--- config.mk ---
export PLATFORM = sky130hd
export DESIGN_NAME = ssub_result_stage
export DESIGN_NICKNAME = d
export VERILOG_FILES = /design/src/rtl/ssub_result_stage.sv
export SDC_FILE = /design/constraint.sdc
export NUM_CORES = 1
export LEC_CHECK = 0
export ABC_AREA = 0
export CAP_MARGIN = 5
export CORE_MARGIN = 2
export CORE_UTILIZATION = 40
export CTS_CLUSTER_DIAMETER = 30
export DETAILED_ROUTE_END_ITERATION = 10
export GPL_TIMING_DRIVEN = 0
export PLACE_DENSITY = 0.77
export SLEW_MARGIN = 20
export SYNTH_ARGS = -nofsm -noshare
export SYNTH_HDL_FRONTEND = slang
export SYNTH_SLANG_ARGS = --single-unit
--- constraint.sdc ---
create_clock -name clk -period 3.18 [get_ports clk]
set_clock_uncertainty 0.15 [all_clocks]
set_input_delay 0.318 -clock clk [delete_from_list [all_inputs] [get_ports clk]]
set_output_delay 0.318 -clock clk [all_outputs]
set_load 0.1 [all_outputs]
--- src/rtl/ssub_result_stage.sv ---
// Registered result stage for the signed subtractor. It captures A, B and
// diff, derives the Z/N/V/C flags when a triple is accepted, and offers the
// result and flags to the consumer over valid/ready. A two-entry skid buffer
// keeps full throughput under back-pressure, and a saturating counter tallies
// signed-overflow events at acceptance.
module ssub_result_stage #(
    parameter int WIDTH = 32,
    parameter int CNT_W = 16
) (
    input  logic             clk,
    input  logic             reset,
    input  logic             in_valid,
    output logic             in_ready,
    input  logic [WIDTH-1:0] A,
    input  logic [WIDTH-1:0] B,
    input  logic [WIDTH-1:0] diff,
    output logic             out_valid,
    input  logic             out_ready,
    output logic [WIDTH-1:0] result,
    output logic             flag_z,
    output logic             flag_n,
    output logic             flag_v,
    output logic             flag_c,
    output logic [CNT_W-1:0] ovf_count,
    input  logic             ovf_clr
);

    localparam int MSB = WIDTH - 1;
    localparam logic [CNT_W-1:0] CNT_MAX = '1;

    typedef enum logic [1:0] {
        ST_EMPTY = 2'd0,
        ST_FULL1 = 2'd1,
        ST_FULL2 = 2'd2
    } state_t;

    // One buffered entry: the difference plus the flags derived from it.
    typedef struct packed {
        logic             z;
        logic             n;
        logic             v;
        logic             c;
        logic [WIDTH-1:0] res;
    } entry_t;

    state_t state_q, state_d;
    entry_t main_q, skid_q, new_entry;
    logic [CNT_W-1:0] ovf_q, ovf_d;

    logic accept, deliver;
    logic load_main_new, load_main_skid, load_skid;

    // Handshakes depend only on the state register, so in_ready has no
    // combinational path from out_ready.
    assign accept  = in_valid  & (state_q != ST_FULL2);
    assign deliver = out_ready & (state_q != ST_EMPTY);

    // Flags are derived from the incoming triple and stored with the result.
    assign new_entry.v   = (A[MSB] != B[MSB]) & (diff[MSB] != A[MSB]);
    assign new_entry.c   = (A < B);
    assign new_entry.z   = (diff == '0);
    assign new_entry.n   = diff[MSB];
    assign new_entry.res = diff;

    // State register.
    always_ff @(posedge clk) begin
        if (reset) begin
            state_q <= ST_EMPTY;
        end else begin
            state_q <= state_d;
        end
    end

    // Next-state, buffer steering and handshake outputs.
    always_comb begin
        state_d        = state_q;
        load_main_new  = 1'b0;
        load_main_skid = 1'b0;
        load_skid      = 1'b0;
        out_valid      = 1'b0;
        in_ready       = 1'b1;
        case (state_q)
            ST_EMPTY: begin
                if (accept) begin
                    load_main_new = 1'b1;
                    state_d       = ST_FULL1;
                end
            end
            ST_FULL1: begin
                out_valid = 1'b1;
                if (accept && deliver) begin
                    load_main_new = 1'b1;
                end else if (deliver) begin
                    state_d = ST_EMPTY;
                end else if (accept) begin
                    load_skid = 1'b1;
                    state_d   = ST_FULL2;
                end
            end
            ST_FULL2: begin
                out_valid = 1'b1;
                in_ready  = 1'b0;
                if (deliver) begin
                    load_main_skid = 1'b1;
                    state_d        = ST_FULL1;
                end
            end
            default: begin
                state_d = ST_EMPTY;
            end
        endcase
    end

    // Main (output) and skid entry registers.
    always_ff @(posedge clk) begin
        if (reset) begin
            main_q <= '0;
            skid_q <= '0;
        end else begin
            if (load_main_new) begin
                main_q <= new_entry;
            end else if (load_main_skid) begin
                main_q <= skid_q;
            end
            if (load_skid) begin
                skid_q <= new_entry;
            end
        end
    end

    // Overflow counter next value: clear wins, otherwise saturating increment.
    always_comb begin
        ovf_d = ovf_q;
        if (ovf_clr) begin
            ovf_d = '0;
        end else if (accept && new_entry.v && (ovf_q != CNT_MAX)) begin
            ovf_d = ovf_q + 1'b1;
        end
    end

    // Overflow counter register.
    always_ff @(posedge clk) begin
        if (reset) begin
            ovf_q <= '0;
        end else begin
            ovf_q <= ovf_d;
        end
    end

    assign result    = main_q.res;
    assign flag_z    = main_q.z;
    assign flag_n    = main_q.n;
    assign flag_v    = main_q.v;
    assign flag_c    = main_q.c;
    assign ovf_count = ovf_q;

endmodule

======== Word level (Yosys, flattened, before mapping) ========
Index checks and enable logic that the tools add are counted.
storage, ports and cells
  flip-flop bits (word level) ............. 90
  bits in latches ......................... 0
  bits in writable memories ............... 0
  ROM bits ................................ 0
  input port bits ......................... 101
  logic and storage cells ................. 55
  memories kept ........................... 0
operators by class
  add/sub/neg operators ................... 1
  $mul .................................... 0
  divide/modulo/power cells ............... 0
  $lt $le $gt $ge ......................... 1
  equality and inequality tests ........... 10
  shift operators ......................... 0
  muxes and demuxes ....................... 18
  bitwise gates (word level) .............. 3
  reductions and logical operators ........ 10
operators by type and width
  cell                     count
  $mux W36                 2
  $logic_not A32 Y1        1
  $lt A32 B32 Y1           1
  $add A16 B1 Y16 const B  1
  $ne A16 B16 Y1 const B   1
  $mux W2                  5
  $mux W1                  9
  $ne A2 B2 Y1 const B     4
  $pmux W2 S3              1
  $reduce_and A4 Y1        1
  $reduce_bool A2 Y1       2
  $reduce_or A2 Y1         2
  $and A1 B1 Y1            3
  $logic_and A1 B1 Y1      3
  $ne A3 B3 Y1 const B     1
  $eq A2 B1 Y1 const B     1
  $eq A2 B2 Y1 const B     1
  $logic_not A2 Y1         1
  $ne A1 B1 Y1             2
  $pmux W1 S2              1

======== Longest topological paths before layout ========
Gate-level depths: netlist of the first run.
  word-level depth ........................ 6
  mapped depth ............................ 9
  gate-level depth less buffers ........... 8

======== Least setup slack after synthesis of the first run ========
No wires, ideal clock.
  kind .................................... reg2reg
  start point ............................. reg ovf_q[0], in the netlist ovf_count[0]
  end point ............................... reg ovf_q[11], in the netlist ovf_count[11]
  data arrival time ....................... 2.332 ns
  setup slack ............................. 0.571 ns
  cell stages (with the launch flop) ...... 8
  buffers on the path ..................... 0
  period minus slack after synthesis ...... 2.609 ns
  path through ............................ dfxtp_1 > ha_1 > nand2_1 > or3_1 > o21ai_4 > nor4_1 > xnor2_1 > nor2_1
between the ends
  word-level cells in the longest chain between the ends .. 2
  elaborated cells between the ends (all ways) .. 3
  those cells by class .................... 1 x add/sub; 1 x eq/ne; 1 x reduce/logical
RTL lines
  item                                                                     RTL line  text
  start, declared                                                          48        logic [CNT_W-1:0] ovf_q, ovf_d;
  start signal, assigned                                                   146       ovf_q <= ovf_d;
  parallel branches: the longest is 2 deep, another holds $add A16 B1 Y16  --
Several ways; the timed one is not identified.
A chain may end at the register's enable or synchronous reset.

======== Worst setup path after layout of the first run ========
  start point ............................. reg state_q[0]
  end point ............................... out in_ready
between the ends
  word-level cells in the longest chain between the ends .. 2
RTL lines
  item                    RTL line  text
  start, declared         46        state_t state_q, state_d;
  start signal, assigned  70        state_q <= state_d;
  $eq A2 B2 Y1            82        case (state_q)
  $mux W1                 82
  end, declared           13        output logic in_ready,
No other way between the ends.

==> results of run 1 <==
## worst paths after layout
check             start    endpoint  slack (ns)  depth (start not counted)
max          state_q[0]    in_ready        0.43                          4
min          skid_q[33]  skid_q[33]        0.31                          2
max reg2reg  state_q[0]   skid_q[0]        0.87                          7
min reg2reg  skid_q[33]  skid_q[33]        0.31                          2
## layout by cell type, fill, tap and decap left out, types with 2 or more instances in the layout
master	instances
nand2b_1	2
inv_1	37
o21ai_0	7
buf_4	4
mux2i_1	35
clkbuf_16	9
nand4_1	10
a21oi_1	50
o31ai_1	2
a211oi_1	35
a2111oi_0	2
nand3_1	10
clkinv_4	3
nor2b_1	3
nor4_1	11
dfxtp_1	88
a21o_1	3
or3_1	6
or2_2	2
a31oi_1	2
nor2_1	57
clkbuf_1	23
and4_2	2
nor3_1	4
xnor2_1	11
xor2_1	2
ha_1	36
clkdlybuf4s50_1	154
nand2_1	81
## power breakdown
group / switching [mW] / internal [mW]
registers: 0.129 / 1.32
logic: 1.75 / 0.662
clock network: 0.448 / 0.555
total: 2.33 / 2.53
## flip-flops by register name, summed over array words and instances (netlist names)
name       cells
flag_c         1
flag_n         1
flag_v         1
flag_z         1
ovf_count     16
result        31
skid_q        35
state_q        2
## per-stage QoR
step	util (%)	worst slack, ns	area [µm²]	hold slack [ns]
6_report	59.5	0.433	6500	0.308
5_1_grt	59.5	0.385	6500	0.321
4_1_cts	59.5	0.438	6500	0.306
3_5_place_dp	56.9	0.545	6220	0.297
3_3_place_gp	56.9	0.601	6220	0.290
2_1_floorplan	-	0.571	4500	0.286
## per-layer routing
| layer | vias to the layer above | wire length (µm) |
|---|---|---|
| li1 | 2215 | - |
| met1 | 2101 | 5510 |
| met2 | 118 | 6480 |
| met3 | 21 | 711 |
| met4 | 0 | 250 |
| met5 | - | 0 |
## layout make-up
| type | instances | area share [%] |
|---|---|---|
| tap | 140 | 2.69 |
| buffer | 28 | 1.87 |
| sequential | 88 | 27.1 |
| timing repair buffer | 154 | 23.7 |
| multi-input combinational | 387 | 38.2 |
| clock buffer | 10 | 3.68 |
| inverter | 37 | 2.14 |
| clock inverter | 5 | 0.654 |
## critical path, cell delays in order, from the launching register on
cell and delay (ns):
dfxtp_1 0.36, inv_1 0.09, ha_1 0.25, inv_1 0.11, clkdlybuf4s50_1 1.14
## cell families (layout without fill, tap and decap cells)
group	after synthesis	after routing	synth area share, %
compound gates	110	110	15.5
xor+xnor	13	13	2.53
fa+ha+maj	36	36	10.0
buf+inv	65	234	5.78
flops	88	88	39.1
mux	35	35	7.78
simple gates	193	193	19.3
==> run_results.csv, run 1 <==
group,metric,value,unit
outcome,outcome,"finished, final reports clean",
sta,fmax,0.364,GHz
synth,ys_top_cells_by_area,"dfxtp_1 39%, ha_1 10%, mux2i_1 7.8%",
placed_design,place_congestion,0.836,
synth,ys_seq_area_share,39.1,%
pwr,pwr_density_cell,748,nW/µm²
final_layout,fin_nets,842,
clock_tree,clock-sinks,88,
route,firstDrtPassIters,4,
worst_setup_path,cp_data_arrival_time,2.28,ns
sta,drv_slew,0,
route,drc_errors,0,
sta,final_hold_viol_count,0,
clock_tree,cts_resized,0,
sta,relSlewSlack,31.6,%
clock_tree,ctsHoldBuffers,0,
worst_hold_path,hold_class,"flip-flop to flip-flop",
final_layout,drive_gt1_share,3.81,%
sta,grt_setup_unrepaired,"false",
worst_setup_path,crit_type,"flip-flop to output pin",
worst_setup_path,cp_max_fo,5,
clock_tree,post_cts_buffers,0,
clock_tree,cts_buffers,9,
synth,synth_largest_area_cell,"dfxtp_1",
global_routing,grt_pass1_wl,20900,µm
job,cap_violations,0,
pwr,ir_drop,0.000617,V
worst_setup_path,cp-start-kind,"flip-flop",
final_layout,fillers,961,
sta,min_period_over_period,86.4,%
placed_design,hpwl,10200,µm
sta,setup_tns,0,ns
worst_setup_path,cp_data_required_time,2.71,ns
synth,syn-num-nets,677,
synth,avgSynthCellArea,8.34,µm²
synth,synth.most_common_cell,"dfxtp_1",
synth,synth_warnings,0,
global_routing,grt_util_all_layers,21.9,%
placed_design,io_buffers,154,
global_routing,grt_max_degree,16,
global_routing,grt_antenna_before_repair,0,
floorplanning,rows,38,
clock_tree,cts_tree,"yes",
synth,synthArstFlopShare,0,%
synth,synth-seq-cells,88,
synth,syn_inst,540,
synth,synth_top_area_share,39.1,%
global_routing,grtUsageMet3,3.47,%
placed_design,placed_cells,834,
floorplanning,die_area,12100,µm²
global_routing,grt_pass1_vias,4478,
synth,synthesis.area,4500,µm²
global_routing,use_met1,26.9,%
floorplanning,start_util,41.2,%
final_layout,regArea,1760,µm²
route,vias,4455,
clock_tree,cts_buffer_depth,2,
synth,synth_ff_type,"dfxtp_1",
floorplanning,dieWidth,110,µm
route,drtIter0Drc,215,
floorplanning,coreArea,10900,µm²
clock_tree,htreeDepth,3,
global_routing,grt_overflow,0,
final_layout,num_antenna_cells,0,
route,vias_per_cell,5.25,
synth,synth_edf_count,0,
clock_tree,clk_latency,0.33,ns
sta,setup_viol,0,
sta,layout_min_cycle_time,2.75,ns
global_routing,grt_use_met2,38.9,%
floorplanning,die_h,110,µm
worst_setup_path,endpoint_kind,"output pin",
final_layout,multi_input_area,2480,µm²
route,wl_per_cell,15.3,µm
final_layout,area_growth,44.4,%
final_layout,stdcell_count,849,
pwr,power,4.86,mW
sta,worstMarginPinSlew,1.02,ns
synth,yosysUniqueCellTypes,41,
global_routing,grt.busiest_layer,"met2",
clock_tree,clkSlewWorstSetupHoldPaths,0.06,ns
clock_tree,clock_tree.root_cell,"clkbuf_16",
floorplanning,pin_count,155,
synth,synth_common_cells,"88 x dfxtp_1, 81 x nand2_1, 57 x nor2_1, 50 x a21oi_1, 37 x inv_1",
route,routed_wl,13000,µm
route,ant_nets,0,
pwr,leakage,2.67,nW
(Power assumes the default switching activity.)
==> inputs of run 2 (changes only) <==
CORE_ASPECT_RATIO = 0.7   (was default)
MAX_ROUTING_LAYER = met4   (was default)
==> run 2 against run 1 <==
Count of clock-buffer cells in the layout rose by 1; worst hold slack got worse by 0.0051 ns; critical path type unchanged; wire length is 4.6% higher; critical endpoint unchanged; sequential power hardly changed; final cell count rose by 1.6%; combinational power about the same; cell area rose by 0.29%; highest routed layer unchanged; register-to-register slack about the same.
==> run_results.csv, run 2 (same netlist as run 1, synthesis figures left out) <==
group,metric,value,unit
sta,grt_setup_unrepaired,"false",
clock_tree,clock-sinks,88,
outcome,outcome,"finished, final reports clean",
worst_setup_path,cp_common_cell,"inv_1",
pwr,power,4.87,mW
floorplanning,die_area,12100,µm²
floorplanning,dieWidth,131,µm
sta,relSlewSlack,31.7,%
route,drtIter0Drc,217,
final_layout,num_antenna_cells,0,
clock_tree,cts_buffers,9,
route,routed_wl,13600,µm
global_routing,grt_util_all_layers,23.6,%
final_layout,final_area,6520,µm²
route,vias_per_cell,5.19,
clock_tree,clk_latency,0.34,ns
route,wl_per_cell,15.7,µm
clock_tree,cts_tree,"yes",
sta,drv_slew,0,
floorplanning,start_util,40.9,%
clock_tree,htreeDepth,3,
placed_design,place_area,6240,µm²
pwr,leakage,2.66,nW
floorplanning,rows,32,
route,firstDrtPassIters,5,
final_layout,fin_nets,842,
final_layout,layout_commonest_cell,"clkdlybuf4s50_1",
clock_tree,cts_resized,0,
global_routing,grt_pass1_wl,21900,µm
placed_design,place_congestion,0.839,
final_layout,stdcell_count,863,
pwr,ir_drop,0.000442,V
global_routing,grt_antenna_before_repair,0,
placed_design,io_buffers,154,
worst_setup_path,rrSetupSlack,0.86,ns
global_routing,grt_overflow,0,
sta,setup_viol,0,
sta,worstMarginPinSlew,1.02,ns
final_layout,drive_gt1_share,3.80,%
clock_tree,post_cts_buffers,0,
worst_setup_path,cp_max_fo,5,
sta,min_period_over_period,86.4,%
clock_tree,cts_buffer_depth,2,
floorplanning,coreArea,11000,µm²
worst_setup_path,cp_data_arrival_time,2.28,ns
floorplanning,pin_count,155,
worst_hold_path,hold_class,"flip-flop to flip-flop",
clock_tree,clock_tree.root_cell,"clkbuf_16",
worst_setup_path,crit_type,"flip-flop to output pin",
worst_setup_path,cp-start-kind,"flip-flop",
sta,final_hold_viol_count,0,
final_layout,area_growth,44.8,%
route,ant_nets,0,
placed_design,placed_cells,847,
pwr,pwr_density_cell,747,nW/µm²
route,vias,4479,
placed_design,hpwl,10600,µm
final_layout,final_cell_mix,"154 x clkdlybuf4s50_1, 88 x dfxtp_1, 81 x nand2_1, 57 x nor2_1, 50 x a21oi_1",
sta,setup_tns,0,ns
global_routing,grt_pass1_vias,4605,
sta,fmax,0.364,GHz
final_layout,largest_reg_flops,35,
worst_setup_path,cp_slowest_cell,"clkdlybuf4s50_1",
worst_setup_path,cp_data_required_time,2.71,ns
clock_tree,clkSlewWorstSetupHoldPaths,0.06,ns
route,drc_errors,0,
clock_tree,ctsHoldBuffers,0,
job,cap_violations,0,
placed_design,post-place-ws,0.405,ns
worst_setup_path,crit_chain,"inv_1 -> ha_1 -> inv_1 -> clkdlybuf4s50_1",
worst_setup_path,slowest_delay,1.14,ns
floorplanning,die_h,92.8,µm
worst_setup_path,endpoint_kind,"output pin",
sta,layout_min_cycle_time,2.75,ns
sta,setup_ws,0.432,ns
global_routing,grt_max_degree,16,
final_layout,largest_register,"skid_q",
## run 2: final cells by class
cell class | instances | area [µm²]
multi-input cells | 387 | 2480
clock buffers | 11 | 243
plain buffers | 28 | 121
inverters | 37 | 139
flip-flops and latches | 88 | 1760
well taps | 153 | 191
fillers | 981 | 4490
repair buffers | 154 | 1540
clock inverters | 5 | 41.3
## run 2: path summary, 6_finish.rpt
kind | from | endpoint | depth (start not counted)
worst max register to register | state_q[0] | skid_q[0] | 7
worst min-delay path | skid_q[13] | skid_q[13] | 2
worst max-delay path | state_q[0] | in_ready | 4
worst min register to register | skid_q[13] | skid_q[13] | 2
## run 2: power breakdown
group | internal (mW) | switching [mW]
combinational | 0.664 | 1.76
sequential | 1.32 | 0.130
clock | 0.556 | 0.441
## run 2: metal layers
| metal | global-route usage (%) | wire (µm) | up-vias |
|---|---|---|---|
| met5 | - | 0 | - |
| met1 | 28.9 | 6190 | 2128 |
| met4 | 5.14 | 146 | 0 |
| met3 | 4.51 | 701 | 14 |
| li1 | - | - | 2214 |
| met2 | 40.3 | 6510 | 123 |
## run 2: worst max-delay path, delay by kind of cell (launching register included)
| family | cells | cell delay, ns |
|---|---|---|
| buf+inv | 3 | 1.31 |
| flops | 1 | 0.37 |
| fa+ha+maj | 1 | 0.25 |
## run 2: through the flow
stage	hold WS, ns	util [%]
floorplan	0.286	-
CTS	0.305	59.2
global route	0.329	59.2
global placement	0.291	56.6
detailed placement	0.296	56.6
finish	0.303	59.2
